==> config.mk <==
export PLATFORM = sky130hd
export DESIGN_NAME = imm_gen_pipe
export DESIGN_NICKNAME = d
export VERILOG_FILES = /design/src/rtl/imm_pkg.sv /design/src/rtl/imm_format.sv /design/src/rtl/imm_gen_pipe.sv
export SDC_FILE = /design/constraint.sdc
export NUM_CORES = 1
export LEC_CHECK = 0
export BUFFER_PORTS_ARGS = -buffer_cell sky130_fd_sc_hd__buf_2
export CORE_MARGIN = 5
export CORE_UTILIZATION = 55
export CTS_CLUSTER_SIZE = 10
export DETAILED_ROUTE_END_ITERATION = 10
export GPL_ROUTABILITY_DRIVEN = 0
export PLACE_DENSITY = 0.83
export SYNTH_ARGS = -nofsm -noshare
export SYNTH_HDL_FRONTEND = slang
export SYNTH_HIERARCHICAL = 1
export SYNTH_SLANG_ARGS = --single-unit
==> constraint.sdc <==
create_clock -name clk -period 5.2 [get_ports clk]
set_input_delay 0.26 -clock clk [delete_from_list [all_inputs] [get_ports clk]]
set_output_delay 0.26 -clock clk [all_outputs]
set_load 0.005 [all_outputs]
==> src/rtl/imm_pkg.sv <==
// imm_pkg: immediate format codes and skid-buffer state encodings for imm_gen_pipe
package imm_pkg;
  localparam logic [2:0] IMM_I  = 3'b000;
  localparam logic [2:0] IMM_B  = 3'b001;
  localparam logic [2:0] IMM_S  = 3'b010;
  localparam logic [2:0] IMM_U  = 3'b011;
  localparam logic [2:0] IMM_J  = 3'b100;
  localparam logic [2:0] IMM_Z  = 3'b101;
  localparam logic [2:0] IMM_SH = 3'b110;
  typedef enum logic [1:0] {
    ST_EMPTY = 2'd0,
    ST_FULL  = 2'd1,
    ST_SKID  = 2'd2
  } state_e;
endpackage

==> src/rtl/imm_format.sv <==
// imm_format: combinational RISC-V immediate extraction from instr[31:7]; Z-type enabled by IMM_ZICSR_EN
module imm_format
  import imm_pkg::*;
#(
  parameter int XLEN = 32
) (
  input  logic [24:0]     instr,
  input  logic [2:0]      imm_src,
  output logic [XLEN-1:0] imm,
  output logic            illegal
);
  // instr[k] holds architectural bit k+7
  always_comb begin
    imm     = '0;
    illegal = 1'b0;
    case (imm_src)
      IMM_I:  imm = {{(XLEN-11){instr[24]}}, instr[23:13]};
      IMM_B:  imm = {{(XLEN-12){instr[24]}}, instr[0], instr[23:18], instr[4:1], 1'b0};
      IMM_S:  imm = {{(XLEN-11){instr[24]}}, instr[23:18], instr[4:0]};
      IMM_U:  imm = {{(XLEN-31){instr[24]}}, instr[23:5], 12'b0};
      IMM_J:  imm = {{(XLEN-20){instr[24]}}, instr[12:5], instr[13], instr[23:14], 1'b0};
      IMM_SH: imm = XLEN == 64 ? XLEN'(instr[18:13]) : XLEN'(instr[17:13]);
`ifdef IMM_ZICSR_EN
      IMM_Z:  imm = XLEN'(instr[12:8]);
`else
      IMM_Z:  illegal = 1'b1;
`endif
      default: illegal = 1'b1;
    endcase
  end
endmodule

==> src/rtl/imm_gen_pipe.sv <==
// imm_gen_pipe: registered immediate generator behind a 2-entry skid buffer; Z-type via IMM_ZICSR_EN
module imm_gen_pipe
  import imm_pkg::*;
#(
  parameter int XLEN  = 32,
  parameter int TAG_W = 5
) (
  input  logic             clk,
  input  logic             reset,
  input  logic             flush,
  input  logic             in_valid,
  output logic             in_ready,
  input  logic [24:0]      in_instr,
  input  logic [2:0]       in_imm_src,
  input  logic [TAG_W-1:0] in_tag,
  output logic             out_valid,
  input  logic             out_ready,
  output logic [XLEN-1:0]  out_imm,
  output logic [TAG_W-1:0] out_tag,
  output logic             out_illegal
);
  typedef struct packed {
    logic [XLEN-1:0]  imm;
    logic [TAG_W-1:0] tag;
    logic             ill;
  } ent_t;

  state_e          state_q, state_d;
  ent_t            out_q, out_d, skid_q, skid_d, in_ent;
  logic [XLEN-1:0] fmt_imm;
  logic            fmt_ill, acc, deq;

  imm_format #(.XLEN(XLEN)) u_fmt (
    .instr   (in_instr),
    .imm_src (in_imm_src),
    .imm     (fmt_imm),
    .illegal (fmt_ill)
  );

  assign in_ent = {fmt_imm, in_tag, fmt_ill};
  assign acc    = in_valid & in_ready;
  assign deq    = out_valid & out_ready;

  always_ff @(posedge clk or posedge reset) begin
    if (reset) state_q <= ST_EMPTY;
    else       state_q <= state_d;
  end

  always_comb begin
    state_d = flush                ? ST_EMPTY :
              state_q == ST_EMPTY  ? (acc ? ST_FULL : ST_EMPTY) :
              state_q == ST_FULL   ? (acc & ~deq ? ST_SKID : deq & ~acc ? ST_EMPTY : ST_FULL) :
                                     (deq ? ST_FULL : ST_SKID);
  end

  always_comb begin
    in_ready  = state_q != ST_SKID;
    out_valid = state_q != ST_EMPTY;
  end

  // Output register refills from skid first so ordering stays FIFO
  always_comb begin
    out_d  = out_q;
    skid_d = skid_q;
    if (!flush) begin
      if (state_q == ST_SKID && deq)                   out_d  = skid_q;
      else if (acc && (state_q == ST_EMPTY || deq))    out_d  = in_ent;
      if (state_q == ST_FULL && acc && !deq)           skid_d = in_ent;
    end
  end

  always_ff @(posedge clk or posedge reset) begin
    if (reset) begin
      out_q  <= '0;
      skid_q <= '0;
    end else begin
      out_q  <= out_d;
      skid_q <= skid_d;
    end
  end

  assign out_imm     = out_q.imm;
  assign out_tag     = out_q.tag;
  assign out_illegal = out_q.ill;
endmodule

* Word-level counts from Yosys, hierarchy flattened
Cells that the tools add are included.
Storage, ports and cells: logic and storage cells 46, input bits 38, output and inout bits 40, bits in registers 78
Cells by class: reductions and logical operators 13, bitwise gates (word level) 7, eq/ne operators 8, mux-type cells 11
Operator list (count):
- $pmux W32 S6 | 1
- $mux W38 | 2
- $mux W2 | 5
- $eq A3 B2 Y1 const B | 2
- $eq A3 B3 Y1 const B | 2
- $reduce_or A6 Y1 | 1
- $and A1 B1 Y1 | 4
- $logic_and A1 B1 Y1 | 4
- $reduce_and A2 Y1 | 2
- $reduce_bool A2 Y1 | 2
- $eq A3 B1 Y1 const B | 1
- $logic_not A3 Y1 | 1
- $mux W1 | 3
- $not A1 Y1 | 3
- $eq A2 B1 Y1 const B | 1
- $eq A2 B2 Y1 const B | 1
- $logic_not A2 Y1 | 1
- $ne A2 B2 Y1 const B | 1
- $logic_not A1 Y1 | 1
- $logic_or A1 B1 Y1 | 1

* Logic depth before layout (Yosys ltp)
depth after elaboration 9, gate-level depth with buffers 7, depth with buffers taken out 4

* Hierarchy
Netlist, hierarchy kept.
Modules (own cells, without submodules):
- imm_gen_pipe | instances 1, cells each 221, area each 3447.1 sq um, seq. area each 1951.9 sq um
- imm_format | instances 1, cells each 95, area each 752.0 sq um, seq. area each 0.0 sq um

* Worst setup path after synthesis
OpenSTA, ideal clock, no wires.
path kind register to register, from reg state_q[1], to reg skid_q[10] (netlist bit), path buffers 3, data arrival time 1512 ps, data required time 5075 ps, cell stages (with the launch flop) 6, period minus slack after synthesis 1636 ps, library setup time 125 ps, setup slack 3564 ps, path through dfrtp_1 -> buf_2 -> nor4_2 -> buf_2 -> buf_4 -> mux2_2
Between the ends: cells in the longest elaborated chain, start to end 5, elaborated cells on any way between the ends 9, classes of those cells eq/ne (2); bitwise (2); reduce/logical (5)
Ends and longest elaborated chain:
- start, declared | RTL line imm_gen_pipe.sv:28 | state_e state_q, state_d;
- start signal, assigned | RTL line imm_gen_pipe.sv:46 | else state_q <= state_d;
- $ne A2 B2 Y1 / $reduce_bool A2 Y1 (equally long branches) | RTL line imm_gen_pipe.sv:57, imm_gen_pipe.sv:58
- $and A1 B1 Y1 (on tied branches) | RTL line imm_gen_pipe.sv:41, imm_gen_pipe.sv:42
- $logic_and A1 B1 Y1 / $logic_not A1 Y1 (equally long branches) | RTL line imm_gen_pipe.sv:68 | if (state_q == ST_FULL && acc && !deq) skid_d = in_ent;
- $logic_and A1 B1 Y1 * | RTL line imm_gen_pipe.sv:68
- $reduce_and A2 Y1 (no line) *
- end signal, assigned | RTL line imm_gen_pipe.sv:78 | skid_q <= skid_d;
- end, declared | RTL line imm_gen_pipe.sv:29 | ent_t out_q, out_d, skid_q, skid_d, in_ent;
Every way passes the cells marked *; elsewhere a longest branch is shown, timed or not. A chain may end at the register's enable or synchronous reset.

* Worst setup path after layout
from in in_imm_src[0], to reg out_q, in the netlist out_imm[5]
Between the ends: cells in the longest elaborated chain, start to end 4, elaborated cells on any way between the ends 9, classes of those cells eq/ne (5); mux (3); reduce/logical (1)
Ends and longest elaborated chain:
- start, declared | RTL line imm_gen_pipe.sv:14 | input logic [2:0] in_imm_src,
- $eq A3 B3 Y1, or another cell as far along | RTL line imm_format.sv:16 | case (imm_src)
- $pmux W32 S6 * | RTL line imm_format.sv:16
- via fmt_imm[5] | RTL line imm_gen_pipe.sv:30 | logic [XLEN-1:0] fmt_imm;
- $mux W38 * | RTL line imm_gen_pipe.sv:67 | else if (acc && (state_q == ST_EMPTY || deq)) out_d = in_ent;
- $mux W38 * | RTL line imm_gen_pipe.sv:66 | if (state_q == ST_SKID && deq) out_d = skid_q;
- end signal, assigned | RTL line imm_gen_pipe.sv:77 | out_q <= out_d;
- end, declared | RTL line imm_gen_pipe.sv:29
Mark *: on every way through the listed nets, which the timed path passes. The rest lies on a longest branch. The select of a mux whose other input is x is not followed.

==> flow_metrics.py <==
metrics = {
    "global_route": {
        "gr-usage-all-layers": 0.183,
        "antenna_found_initial": 0,
        "grt_pass1_wl_um": 14100,
        "grt.overflow.total": 0,
        "grt_start_max_net_pins": 79,
        "grt_pass1_vias": 2807,
    },
    "cells_and_area": {
        "layout-drive-gt1-share": 0.551,
        "final_cell_mix": "mux2_2, dfrtp_1, buf_2, mux2_1, nand4b_1",
        "multi_input_area_um2": 2030,
        "n_antenna_cell": 0,
        "fill_cells": 589,
        "fin_cells": 484,
        "layout_commonest_cell": "mux2_2",
        "area_growth_pct": 12.6,
        "final-seq-area_um2": 1950,
        "nets": 418,
    },
    "timing": {
        "relSlewSlack": 0.359,
        "fin_crit_ns": 1.95,
        "setup_tns_ns": 0,
        "period_share": 0.375,
        "clock_skew_ns": 0.00700,
        "fmax_ghz": 0.513,
        "setup_viol": 0,
        "final_hold_viol_count": 0,
        "rsz0062_at_grt": "no",
        "drv_slew": 0,
        "worst_slew_pin_slew_ns": 0.962,
    },
    "worst_setup_path": {
        "crit_chain": "buf_2, maj3_2, and2b_2, mux2_1, mux2_2",
        "rr_worst_depth": 4,
        "critical_path_arrival_ns": 2.18,
        "setup.worst_path.class": "primary input to flip-flop",
        "cp_slowest_cell": "maj3_2",
        "cp_slowest_stage_delay_ns": 0.61,
        "cp-start-kind": "primary input",
        "end_kind": "flip-flop",
        "crit_fanout": 39,
        "crit_required_ns": 5.43,
    },
    "synth": {
        "synth_area_leaders": "dfrtp_1, mux2_2, mux2_1",
        "mappedNetlistNets": 354,
        "ys_warn_count": 6,
        "ys_seq_area_frac": 0.465,
        "synth_top_area_frac": 0.465,
        "ys_ff_latch": 78,
        "syn_avg_cell_area_um2": 13.3,
        "yosysTopAreaCell": "dfrtp_1",
        "synth_cell_types": 36,
        "netlist_area_um2": 4200,
        "netlist_instances": 316,
    },
    "routing": {
        "routed_via_density": 5.72,
        "ant_nets": 0,
        "wl_um": 8460,
        "wl_per_cell_um": 17.5,
        "drc": 0,
        "vias": 2768,
        "firstDrtPassIters": 4,
        "drtIter0Drc": 99,
    },
    "placed_design": {
        "hpwlAfterDp_um": 5770,
        "port_buffers": 77,
        "dp_cells": 468,
    },
    "clocking": {
        "cts_max_level": 3,
        "cts_buffer_depth": 2,
        "clkTransAtPathRegs_ns": 0.08,
        "clock-sinks": 78,
        "post_cts_resized": 0,
        "cts_tree": "done",
        "numCtsBuffers": 9,
        "cts-root-buf": "clkbuf_8",
        "postCtsHoldBufs": 0,
        "cts_setup_buffers": 0,
        "clkLatencyLatePin_ns": 0.34,
    },
    "pwr": {
        "p_int_mw": 1.12,
        "p_sw_frac": 0.275,
        "p_clk_frac": 0.261,
        "irDropWorstVdd_mv": 0.247,
        "seq_power_share": 0.520,
        "power.density_nw_per_um2": 327,
        "p_sw_uw": 426,
        "p_leak_nw": 2.21,
        "combPwrFrac": 0.218,
    },
    "flow_run": {
        "cap_violations": 0,
    },
    "floorplan": {
        "die_h_um": 97.4,
        "placementRows": 31,
        "coreArea_um2": 7330,
        "design.die.area_um2": 9480,
        "io_pins": 78,
        "die_width_um": 97.4,
        "start_util": 0.573,
    },
    "outcome": {
        "outcome": "finished clean",
    },
    "worst_hold_path": {
        "min-delay-path-class": "primary input to flip-flop",
        "min_path_cells": 2,
    },
}
[routing by layer]
layer / global-route usage / vias to the layer above / part of all wire
li1: - / 1298 / -
met1: 0.245 / 1395 / 0.44
met2: 0.282 / 64 / 0.49
met3: 0.0567 / 11 / 0.053
met4: 0.0650 / 0 / 0.016
met5: 0 / - / 0
[synthesized netlist by cell type]
cell type / instances
a21boi_0: 1
o31ai_2: 1
a21oi_1: 2
nor4_2: 1
o32ai_2: 1
mux2_1: 20
nand4b_1: 18
mux2_2: 94
and2_1: 1
nand4bb_1: 9
o32ai_1: 4
dfrtp_1: 78
or3b_1: 2
and2b_2: 6
o21a_1: 1
nor2b_1: 2
buf_6: 8
xnor2_1: 1
o311ai_1: 1
buf_2: 14
nor3_1: 1
inv_1: 7
nor3b_1: 1
nand4_1: 8
o21ai_2: 9
buf_4: 6
nand2_1: 3
maj3_2: 1
nand3b_1: 2
o21bai_1: 1
mux2i_1: 2
a211oi_1: 1
nand2b_1: 5
o21ai_0: 2
or2_2: 1
nor2_1: 1
[worst max-delay path, delay by kind of cell]
family                     cells  cell delay (ns)
and+or+nand+nor                1             0.28
buffers and inverters          1             0.47
adders and majority gates      1             0.61
muxes                          2             0.55
[power by group through the flow]
stage	combinational, mW	clock (mW)	sequential, mW
after floorplan	0.224	0	0.807
after global placement	0.330	0	0.807
after detailed placement	0.344	0	0.817
after CTS	0.345	0.420	0.806
after global routing	0.372	0.443	0.822
final	0.337	0.404	0.804
[flip-flops by register name, summed over array words and instances (netlist names)]
register / cells
skid_q: 38
out_imm: 32
out_tag: 5
state_q: 2
out_illegal: 1
[kinds of logic after synthesis]
kind of cell | synth area share
muxes | 0.310
AOI/OAI and AO/OA | 0.0480
adders and majority gates | 0.00268
xor gates and xnor gates | 0.00209
and+or+nand+nor | 0.117
DFF | 0.465
buffers and inverters | 0.0551
[per-stage QoR]
step	cell area, um^2	total power [mW]	setup WS (ns)	hold slack (ns)	util
detailed placement	4550	1.16	2.92	0.491	0.621
global placement	4550	1.14	2.99	0.481	0.621
global route	4730	1.64	3.14	0.140	0.645
floorplan	4200	1.03	2.94	0.323	-
finish	4730	1.55	3.25	0.157	0.645
CTS	4730	1.57	3.29	0.144	0.645
[cell type report]
cell class | instances | area share
Multi-Input combinational cell | 203 | 0.430
Sequential cell | 78 | 0.413
Timing Repair Buffer | 81 | 0.0879
Clock buffer | 10 | 0.0291
Tap cell | 99 | 0.0262
Clock inverter | 6 | 0.00794
Inverter | 7 | 0.00582
[worst paths after layout]
kind / start / end / slack (ns)
hold reg to reg: out_imm[9] / out_imm[9] / 0.50
hold / removal: in_tag[2] / skid_q[3] / 0.16
min in group asynchronous: reset / state_q[0] / 0.20
setup reg to reg: state_q[0] / out_imm[2] / 3.31
max in group asynchronous: reset / out_imm[6] / 4.38
setup / recovery: in_imm_src[0] / out_imm[5] / 3.25
Power figures use the tool's default switching activity.
